===== config.mk =====
export PLATFORM = sky130hd
export DESIGN_NAME = bit_4_restoring_divider
export DESIGN_NICKNAME = d
export VERILOG_FILES = /design/src/rtl/bit_4_restoring_divider.sv
export SDC_FILE = /design/constraint.sdc
export NUM_CORES = 1
export LEC_CHECK = 0
export ABC_AREA = 1
export CORE_MARGIN = 2
export CORE_UTILIZATION = 57
export CTS_CLUSTER_DIAMETER = 100
export DETAILED_ROUTE_END_ITERATION = 7
export PLACE_DENSITY = 0.82
export SLEW_MARGIN = 20
export SYNTH_ARGS = -nofsm -noshare
export SYNTH_HDL_FRONTEND = slang
export SYNTH_SLANG_ARGS = --single-unit

===== constraint.sdc =====
create_clock -name clk -period 2.96 [get_ports clk]
set_input_delay 0.444 -clock clk [delete_from_list [all_inputs] [get_ports clk]]
set_output_delay 0.444 -clock clk [all_outputs]
set_load 0.01 [all_outputs]

===== src/rtl/bit_4_restoring_divider.sv =====
// Sequential unsigned restoring divider: one quotient bit per clock, with a
// start/busy/done handshake and a divide-by-zero flag.
module bit_4_restoring_divider #(
   parameter int WIDTH = 4
) (
   input  logic             clk,
   input  logic             rst_n,
   input  logic             start,
   input  logic [WIDTH-1:0] dividend,
   input  logic [WIDTH-1:0] divisor,
   output logic             busy,
   output logic             done,
   output logic [WIDTH-1:0] quotient,
   output logic [WIDTH-1:0] remainder,
   output logic             div_by_zero
);

   localparam int CW = $clog2(WIDTH + 1);

   typedef enum logic {IDLE, RUN} state_t;

   state_t           state, state_n;
   logic [WIDTH-1:0] q_sr, q_sr_n;
   logic [WIDTH-1:0] d_reg, d_reg_n;
   logic [WIDTH:0]   r_reg, r_reg_n;
   logic [CW-1:0]    cnt, cnt_n;
   logic [WIDTH-1:0] quotient_n, remainder_n;
   logic             done_n, dbz_n;

   logic [WIDTH:0]   rs, t, r_step;
   logic [WIDTH-1:0] q_step;
   logic             borrow;

   // Trial subtraction: the borrow out of the extra top bit selects keep vs restore.
   assign rs     = {r_reg[WIDTH-1:0], q_sr[WIDTH-1]};
   assign t      = rs - {1'b0, d_reg};
   assign borrow = t[WIDTH];
   assign r_step = borrow ? rs : t;
   assign q_step = {q_sr[WIDTH-2:0], ~borrow};

   assign busy = (state == RUN);

   always_ff @(posedge clk or negedge rst_n) begin
      if (!rst_n) state <= IDLE;
      else        state <= state_n;
   end

   always_comb begin
      state_n     = state;
      q_sr_n      = q_sr;
      d_reg_n     = d_reg;
      r_reg_n     = r_reg;
      cnt_n       = cnt;
      quotient_n  = quotient;
      remainder_n = remainder;
      dbz_n       = div_by_zero;
      done_n      = 1'b0;

      case (state)
         IDLE: begin
            if (start) begin
               if (divisor == '0) begin
                  done_n      = 1'b1;
                  dbz_n       = 1'b1;
                  quotient_n  = '1;
                  remainder_n = dividend;
               end else begin
                  q_sr_n  = dividend;
                  d_reg_n = divisor;
                  r_reg_n = '0;
                  cnt_n   = CW'(WIDTH);
                  state_n = RUN;
               end
            end
         end
         RUN: begin
            q_sr_n  = q_step;
            r_reg_n = r_step;
            cnt_n   = cnt - CW'(1);
            if (cnt == CW'(1)) begin
               quotient_n  = q_step;
               remainder_n = r_step[WIDTH-1:0];
               done_n      = 1'b1;
               dbz_n       = 1'b0;
               state_n     = IDLE;
            end
         end
         default: state_n = IDLE;
      endcase
   end

   always_ff @(posedge clk or negedge rst_n) begin
      if (!rst_n) begin
         q_sr        <= '0;
         d_reg       <= '0;
         r_reg       <= '0;
         cnt         <= '0;
         quotient    <= '0;
         remainder   <= '0;
         done        <= 1'b0;
         div_by_zero <= 1'b0;
      end else begin
         q_sr        <= q_sr_n;
         d_reg       <= d_reg_n;
         r_reg       <= r_reg_n;
         cnt         <= cnt_n;
         quotient    <= quotient_n;
         remainder   <= remainder_n;
         done        <= done_n;
         div_by_zero <= dbz_n;
      end
   end

endmodule


==> results.json <==
{
  "rsz0062_at_grt": "no",
  "setup_viol": 0,
  "p_leak_uw": 0.000851,
  "drt_iter0_drc": 22,
  "drive_above_1_share": 0.112,
  "timing.fmax_mhz": 521,
  "nFillCells": 200,
  "crit_arrival_ps": 2170,
  "ys_seq_area_frac": 0.457,
  "grt_max_degree": 27,
  "crit_top_cell": "nand3_1",
  "crit_required_ps": 3210,
  "setup-tns-final_ps": 0,
  "grt-ovfl-total": 0,
  "grt_usage": 0.228,
  "r2r_cells": 11,
  "die_w_um": 54,
  "wl_met2_mm": 1.51,
  "crit_path_cell_trace": "inv_1 -> ha_1 -> fa_1 -> inv_1 -> nand3_1 -> nand3_1 -> nand2_2 -> nand3_1 -> nand3_1 -> nand2_1 -> inv_1",
  "path_class": "register to register",
  "syn_area_mm2": 0.00143,
  "cp-start-kind": "register",
  "post_cts_resized": 0,
  "stdcell_area_mm2": 0.00171,
  "final_hold_viol_count": 0,
  "syn_area_per_cell_um2": 8.74,
  "async_flop_share": 1.00,
  "ys_ff_latch": 26,
  "critPathSlowestCell": "fa_1",
  "nNetsFinal": 206,
  "maxSlewViolCount": 0,
  "synth_edf_count": 0,
  "grt_pass1_wl_mm": 4.75,
  "wl_mm": 2.90,
  "yosys_most_used_dff": "dfrtp_1",
  "root_buffer": "clkbuf_4",
  "synth_top_family_by_area": "simple AND/OR/NAND/NOR gates",
  "cts.path.max_buffers": 2,
  "synth.area.mux_share": 0,
  "drt_first_pass_iters": 4,
  "place_congestion": 0.815,
  "status": "finished, final reports clean",
  "place_ws_ps": 1070,
  "wl_met3_um": 96,
  "die-area_mm2": 0.00292,
  "placed_cells": 213,
  "synthesis.nets": 181,
  "path_clk_slew_ps": 140,
  "grt_pass1_vias": 1144,
  "power_density_mw_per_mm2": 1200,
  "highest_layer": "met4",
  "slowest_delay_ps": 410,
  "end_kind": "register",
  "max-cap-violations": 0,
  "finalNonFillerCells": 217,
  "synth_fa_ha_area_frac": 0.0667,
  "drc_errors": 0,
  "clk_latency_ps": 330,
  "r2r-start": "q_sr[3]$_DFFE_PN0P_",
  "fp.dieH_um": 54,
  "layout_common_cells": "28 x inv_1, 26 x nand2_1, 26 x dfrtp_1",
  "cts_setup_buffers": 0,
  "htreeDepth": 1,
  "tightest_slew_ps": 328,
  "cts_buffers": 3,
  "dr_total_vias": 1176,
  "cp_max_fo": 5,
  "layout_commonest_cell": "inv_1",
  "cts_sinks": 26,
  "ctsHoldBuffers": 0,
  "start_util": 0.586,
  "tritoncts": "yes",
  "slew_headroom": 0.782,
  "synth_cell_types": 27,
  "place_area_mm2": 0.00166,
  "coreArea_mm2": 0.00243,
  "peakVddDrop_mv": 0.752,
  "yosysWarnings": 0,
  "antenna_found_initial": 0,
  "area_growth_pct": 20.2,
  "fin_skew_ps": 10.2,
  "floorplan.io_pins": 22,
  "drt-met1-wl_mm": 1.26,
  "ant_nets": 0,
  "syn_inst": 163,
  "synthSimpleGateAreaFrac": 0.255,
  "min_period_ps": 1920,
  "total_power_uw": 2050,
  "wl_per_cell_um": 13.4,
  "reg2reg_slack_ps": 1040,
  "synth_xor_area_frac": 0.00615,
  "worstReg2RegEnd": "remainder[3]$_DFFE_PN0P_",
  "n_antenna_cell": 0,
  "rows": 18,
  "holdCritPathClass": "input pin to asynchronous set/reset pin",
  "io_buffers": 21,
  "finalCritPeriodShare": 0.649,
  "dpl.hpwl_mm": 2.20,
  "synth-compound-area-share": 0.119,
  "via_per_inst": 5.42,
  "setup_ws_ps": 1040
}
per-layer routing:
metal / vias up / track usage
met5: - / 0
met4: 0 / 0.0875
met3: 4 / 0.0333
met2: 28 / 0.417
met1: 571 / 0.265
li1: 573 / -
through the flow:
step | util | hold slack, ps
finish | 0.704 | 464
global placement | 0.683 | 464
floorplan | - | 148
CTS | 0.704 | 474
detailed placement | 0.683 | 471
global route | 0.704 | 471
kinds of logic after synthesis:
| kind of cell | count (synthesis) |
|---|---|
| AND/OR/NAND/NOR | 70 |
| buffers and inverters | 32 |
| AO/OA/AOI/OAI | 27 |
| flip-flops | 26 |
| adder cells (fa/ha/maj) | 7 |
| XOR/XNOR | 1 |
critical path: cells and delay by family, from the launching register on:
family / cells / cell delay, ps
buffers and inverters: 3 / 190
adder cells (fa/ha/maj): 2 / 640
flip-flops: 1 / 370
AND/OR/NAND/NOR: 6 / 650
synthesized netlist by cell type (3+ instances only):
cell type	instances	area, um^2
inv_1	28	105
dfrtp_1	26	651
nand2_1	26	97.6
nand3_1	21	105
a21oi_1	8	40.0
nor2_1	8	30.0
ha_1	6	75.1
o21ai_0	6	30.0
nand2_2	4	25.0
o21ai_1	4	20.0
or2_1	4	25.0
a21boi_1	3	22.5
where the power goes:
group          total, uW  internal (uW)  leakage [uW]  switching, uW
clock network        243            137     0.0000279            106
logic               1180            499      0.000514            684
registers            625            533      0.000308           92.4
layout make-up:
class                   instances  area [um^2]  area share
flip-flops and latches         26          651       0.380
well taps                      30         37.5      0.0219
repair buffers                 23          225       0.131
clock buffers                   3         22.5      0.0131
multi-input cells             105          638       0.373
inverters                      29          109      0.0635
clock inverters                 1         30.0      0.0175
worst max path at each step:
stage / end / start / depth (start not counted) / slack (ps)
after CTS: remainder[3]$_DFFE_PN0P_ / q_sr[3]$_DFFE_PN0P_ / 11 / 1070
after global placement: q_sr[3]$_DFFE_PN0P_ / divisor[1] / 7 / 1100
after detailed placement: remainder[3]$_DFFE_PN0P_ / q_sr[3]$_DFFE_PN0P_ / 11 / 1070
after global routing: remainder[3]$_DFFE_PN0P_ / q_sr[3]$_DFFE_PN0P_ / 11 / 870
final: remainder[3]$_DFFE_PN0P_ / q_sr[3]$_DFFE_PN0P_ / 11 / 1040
after floorplan: remainder[3]$_DFFE_PN0P_ / q_sr[3]$_DFFE_PN0P_ / 11 / 1300
Note: power is estimated with default switching activity, not from simulation.
==> patch 1 (same settings) <==
Set the parameter `WIDTH` to 16 (it was 4).
--- a/src/rtl/bit_4_restoring_divider.sv
+++ b/src/rtl/bit_4_restoring_divider.sv
@@ -2,5 +2,5 @@
 // start/busy/done handshake and a divide-by-zero flag.
 module bit_4_restoring_divider #(
-   parameter int WIDTH = 4
+   parameter int WIDTH = 16
 ) (
    input  logic             clk,
Ports: changed (resized dividend, divisor, quotient and remainder); port bits go from 22 to 70. The function was not compared with the original's and may differ.
==> patch 1 against the unedited design <==
  * Utilization is 0.64 points lower
  * Total power grew to 3.8 times the old value
  * Sequential cell count is 62 higher
  * Count of clock-buffer cells in the layout is 7 higher
  * Design area grew to 3.6 times the old value
  * Routed wire length grew to 4.5 times the old value
  * Setup slack worse by 0.46 ns
  * Area after synthesis grew to 3.7 times the old value
  * Largest cell class is now multi-input combinational cells
==> patch 1: results (changes against the unedited design) <==
synthesis:
  ys.flop_type: "dfrtp_1"
  synth_common_cells: "nand2_1 (161), inv_1 (105), dfrtp_1 (88)"
  synth.distinct_cells: 38  # +41%
  synth_area_leaders: "dfrtp_1 (42%), nand2_1 (12%), inv_1 (7.5%)"
  synthAdderAreaFrac: 0.04696  # -0.01977
  yosysSeqAreaShare: 0.4217  # -0.03488
  synth_compound_area_frac: 0.09344  # -0.02597
  ys_warn_count: 0  # unchanged
  synth_nets: 721  # +300%
  synth_xor_area_frac: 0.01342  # +0.007271
  synth_mux_area_frac: 0  # unchanged
  async_reset_ff_frac: 1.000  # unchanged
cts:
  post_cts_resized: 0  # unchanged
  htree_num_levels: 3  # +2
  clockRootBuffer: "clkbuf_8"
  clk-insertion-delay-late_ns: 0.36  # +0.03 ns
  clockBufferDepth: 2  # unchanged
  clkSlewWorstSetupHoldPaths_ns: 0.09  # -0.05 ns
  cts_setup_buffers: 0  # unchanged
  cts_buffers: 9  # +6
global_routing:
  grt_max_degree: 53  # +96%
  antenna_found_initial: 0  # unchanged
  grt_usage: 0.2798  # +0.05221
  grt_pass1_vias: 4446  # +290%
  grt_first_pass_wirelength_um: 21820  # +360%
pwr:
  irDropWorstVdd_mv: 0.7426  # -1.3%
  switching_share: 0.4737  # +0.04337
  p_leak_nw: 3.067  # +260%
worst_setup_path:
  reg2reg_depth: 16  # +5
  r2r-end: "remainder[5]"
  cp_max_fo: 17  # +12
  crit-reg2reg-launch: "q_sr[15]"
  regToRegSetupSlack_ns: 0.58  # -0.46 ns
placed_design:
  numPortBuffers: 69  # +230%
  post_dp_cell_area_um2: 5919  # +260%
  place_ws_ns: 0.6535  # -0.4209 ns
  place_hpwl_um: 9859  # +350%
  gp_congestion: 0.9100  # +12%
finish:
  insertedDiodeCount: 0  # unchanged
  nets: 785  # +280%
  drive_above_1_share: 0.1143  # +0.001986
detailed_routing:
  wl_met1_um: 5743  # +360%
  drt_wl_total_um: 13090  # +350%
  firstDrtPassIters: 5  # +1
  dr_wl_met3_um: 875  # +810%
  met2_length_um: 6203  # +310%
  drt-initial-drc-count: 335  # +1400%
  via_per_inst: 5.511  # +1.7%
  highest_layer: "met4"
timing:
  drv_slew: 0  # unchanged
  fin_crit_sh: 0.8033  # +0.1546
  max_slew.worst_pin.slew_ns: 0.5771  # +0.2495 ns
  clock_skew_ns: 0.008780  # -0.001430 ns
  timing.hold.ws_ns: 0.06604  # -0.3982 ns
run_status:
  status: "complete, no violations"
hold_path:
  min_path_type: "input port to async pin"
[patch 1: critical path: stages, from the launching register on]
cell	delay, ns
dfrtp_1	0.39
inv_1	0.07
ha_1	0.22
fa_1	0.40
inv_1	0.11
nand2_1	0.06
nand2_1	0.08
nand3_1	0.09
nand2_2	0.12
nand2_4	0.06
nand2_2	0.08
nand2_2	0.06
nand2_4	0.20
nand3_1	0.16
nand3_1	0.13
nand2_1	0.05
inv_1	0.04
[patch 1: cell families (layout without fill, tap and decap cells)]
family          after synthesis  in the layout
simple gates                334            334
buf+inv                     133            201
flops                        88             88
compound gates               85             85
fa+ha+maj                    19             19
xor+xnor                      8              8
[patch 1: layout make-up]
type	instances	area (um2)
Fill cell	731	2661
Multi-Input combinational cell	446	2416
Sequential cell	88	2202
Timing Repair Buffer	76	753.2
Inverter	110	412.9
Clock buffer	10	137.6
Tap cell	108	135.1
Clock inverter	5	87.58
[patch 1: power groups by stage]
stage / combinational (mW) / sequential [mW] / clock [mW]
4_1_cts: 4.67 / 2.14 / 0.963
6_report: 4.69 / 2.14 / 0.953
3_5_place_dp: 4.64 / 2.16 / 0
5_1_grt: 5.25 / 2.20 / 1.01
2_1_floorplan: 3.44 / 2.14 / 0
3_3_place_gp: 4.52 / 2.14 / 0
[patch 1: through the flow]
step,util,cells
floorplan,-,667
global placement,0.6722,828
detailed placement,0.6722,828
CTS,0.6978,843
global route,0.6978,843
finish,0.6978,843
[patch 1: metal layers]
| metal | vias up | global-route usage |
|---|---|---|
| met5 | - | 0 |
| met2 | 179 | 0.4558 |
| met1 | 2181 | 0.3874 |
| met3 | 29 | 0.04638 |
| met4 | 0 | 0.08325 |
| li1 | 2257 | - |
[patch 1: worst max path at each step]
stage / start / end / depth (start not counted)
floorplan: q_sr[15] / remainder[0] / 16
global placement: divisor[11] / q_sr[0] / 9
detailed placement: q_sr[15] / remainder[5] / 16
CTS: q_sr[15] / remainder[5] / 16
global route: q_sr[15] / remainder[3] / 16
finish: q_sr[15] / remainder[5] / 16
==> patch 2 (same flow settings) <==
Without the edit above. Make the reset (`rst_n`) synchronous in 2 clocked blocks.
--- a/src/rtl/bit_4_restoring_divider.sv
+++ b/src/rtl/bit_4_restoring_divider.sv
@@ -41,5 +41,5 @@
    assign busy = (state == RUN);
 
-   always_ff @(posedge clk or negedge rst_n) begin
+   always_ff @(posedge clk) begin
       if (!rst_n) state <= IDLE;
       else        state <= state_n;
@@ -90,5 +90,5 @@
    end
 
-   always_ff @(posedge clk or negedge rst_n) begin
+   always_ff @(posedge clk) begin
       if (!rst_n) begin
          q_sr        <= '0;
Function: differs if rst_n is asserted again (counterexample within 4 cycles, from zero or initial values and one cycle with rst_n low); with rst_n held inactive, the same outputs for 10 cycles.
==> patch 2 against the unedited design <==
  * Via count is 14% higher
  * Fmax increased by 0.84%
  * Area after synthesis up 0.18%
  * Final cell count up 13%
  * Setup slack better by 0.016 ns
  * Routed wire length up 7.6%
  * Critical path type unchanged
  * Utilization shrank 1.1 points
  * Sequential cell count unchanged
  * Design area fell by 1.6%
Power is not compared: it rests on default switching activity, and its combinational part moved more than twofold at a synthesized area within 25%.
==> patch 2: results (changes against the unedited design) <==
detailed_routing:
  wl_per_cell_um: 12.73  # -4.7%
  drt-initial-drc-count: 32  # +45%
  via_per_inst: 5.490  # +1.3%
synthesis:
  synth.distinct_cells: 29  # +7.4%
  synth_nets: 211  # +17%
  synth_area_leaders: "dfxtp_1 (36%), inv_1 (9.7%), nand3_1 (8.4%)"
  async_reset_ff_frac: 0  # -1.000
  yosysSeqAreaShare: 0.3646  # -0.09195
cts:
  clkSlewWorstSetupHoldPaths_ns: 0.13
finish:
  nets: 234  # +14%
  fill_cells: 216  # +8.0%
  drive_above_1_share: 0.1116  # -0.0006716
timing:
  timing.hold.ws_ns: 0.4808  # +0.01657 ns
  max_slew.worst_pin.slew_ns: 0.2894  # -0.03820 ns
  clock_skew_ns: 0.001059  # -0.009151 ns
global_routing:
  grt_max_degree: 20  # -26%
  grt_pass1_vias: 1261  # +10%
  grt_first_pass_wirelength_um: 5216  # +9.9%
  grt_usage: 0.2423  # +0.01472
placed_design:
  place_hpwl_um: 2353  # +7.1%
  gp_congestion: 0.8263  # +1.4%
worst_setup_path:
  cp-startpoint: "q_sr[3]"
  worstPathArrival_ns: 2.18
run_status:
  status: "complete, no violations"
hold_path:
  min_path_type: "register to register"
## patch 2: per-stage QoR
step	area [um2]	std cells	setup WS, ns
final	1685	245	1.056
after floorplan	1428	193	1.300
after global routing	1685	245	0.8898
after CTS	1685	245	1.072
after detailed placement	1649	241	1.082
after global placement	1649	241	1.100
## patch 2: path summary, 6_finish.rpt
path	cells after the start	slack (ns)	end
min reg2reg	2	0.48	cnt[1]
max	12	1.06	r_reg[1]
min	2	0.48	cnt[1]
max reg2reg	12	1.06	r_reg[1]
## patch 2: layer usage
metal	share of wire	GRT usage	vias to the layer above
li1	-	-	665
met1	0.43	0.2954	637
met2	0.51	0.4146	35
met3	0.038	0.05278	8
met4	0.017	0.09167	0
met5	0	0	-
## patch 2: area by class of cell
class,count,area (um2),share of cell area
Tap cell,30,37.54,0.02227
Clock buffer,4,36.28,0.02153
Timing Repair Buffer,23,225.2,0.1336
Inverter,43,168.9,0.1002
Sequential cell,26,520.5,0.3088
Multi-Input combinational cell,119,696.9,0.4135
## patch 2: logic make-up (layout without fill, tap and decap cells)
group                    Yosys count  in the layout  share of synthesized area
AO/OA/AOI/OAI                     40             40                     0.1595
XOR/XNOR                           1              1                   0.006136
adder cells (fa/ha/maj)            7              7                    0.06661
buffers and inverters             48             70                     0.1472
flip-flops                        26             26                     0.3646
AND/OR/NAND/NOR                   71             71                     0.2559
## patch 2: critical path, cell delays in order, from the launching register on
cell and delay [ns]:
dfxtp_1 0.38, inv_1 0.05, ha_1 0.22, fa_1 0.40, inv_1 0.09, nand2_1 0.05
nand2_1 0.08, nand3_1 0.07, nand2_1 0.16, nand3_1 0.13, nand3_1 0.11, nand2_1 0.06
inv_1 0.06
## patch 2: where the power goes
part	switching [mW]	internal, mW	leakage [nW]
combinational	0.134	0.0895	0.589
sequential	0.0160	0.378	0.213
clock	0.103	0.0752	0.0210
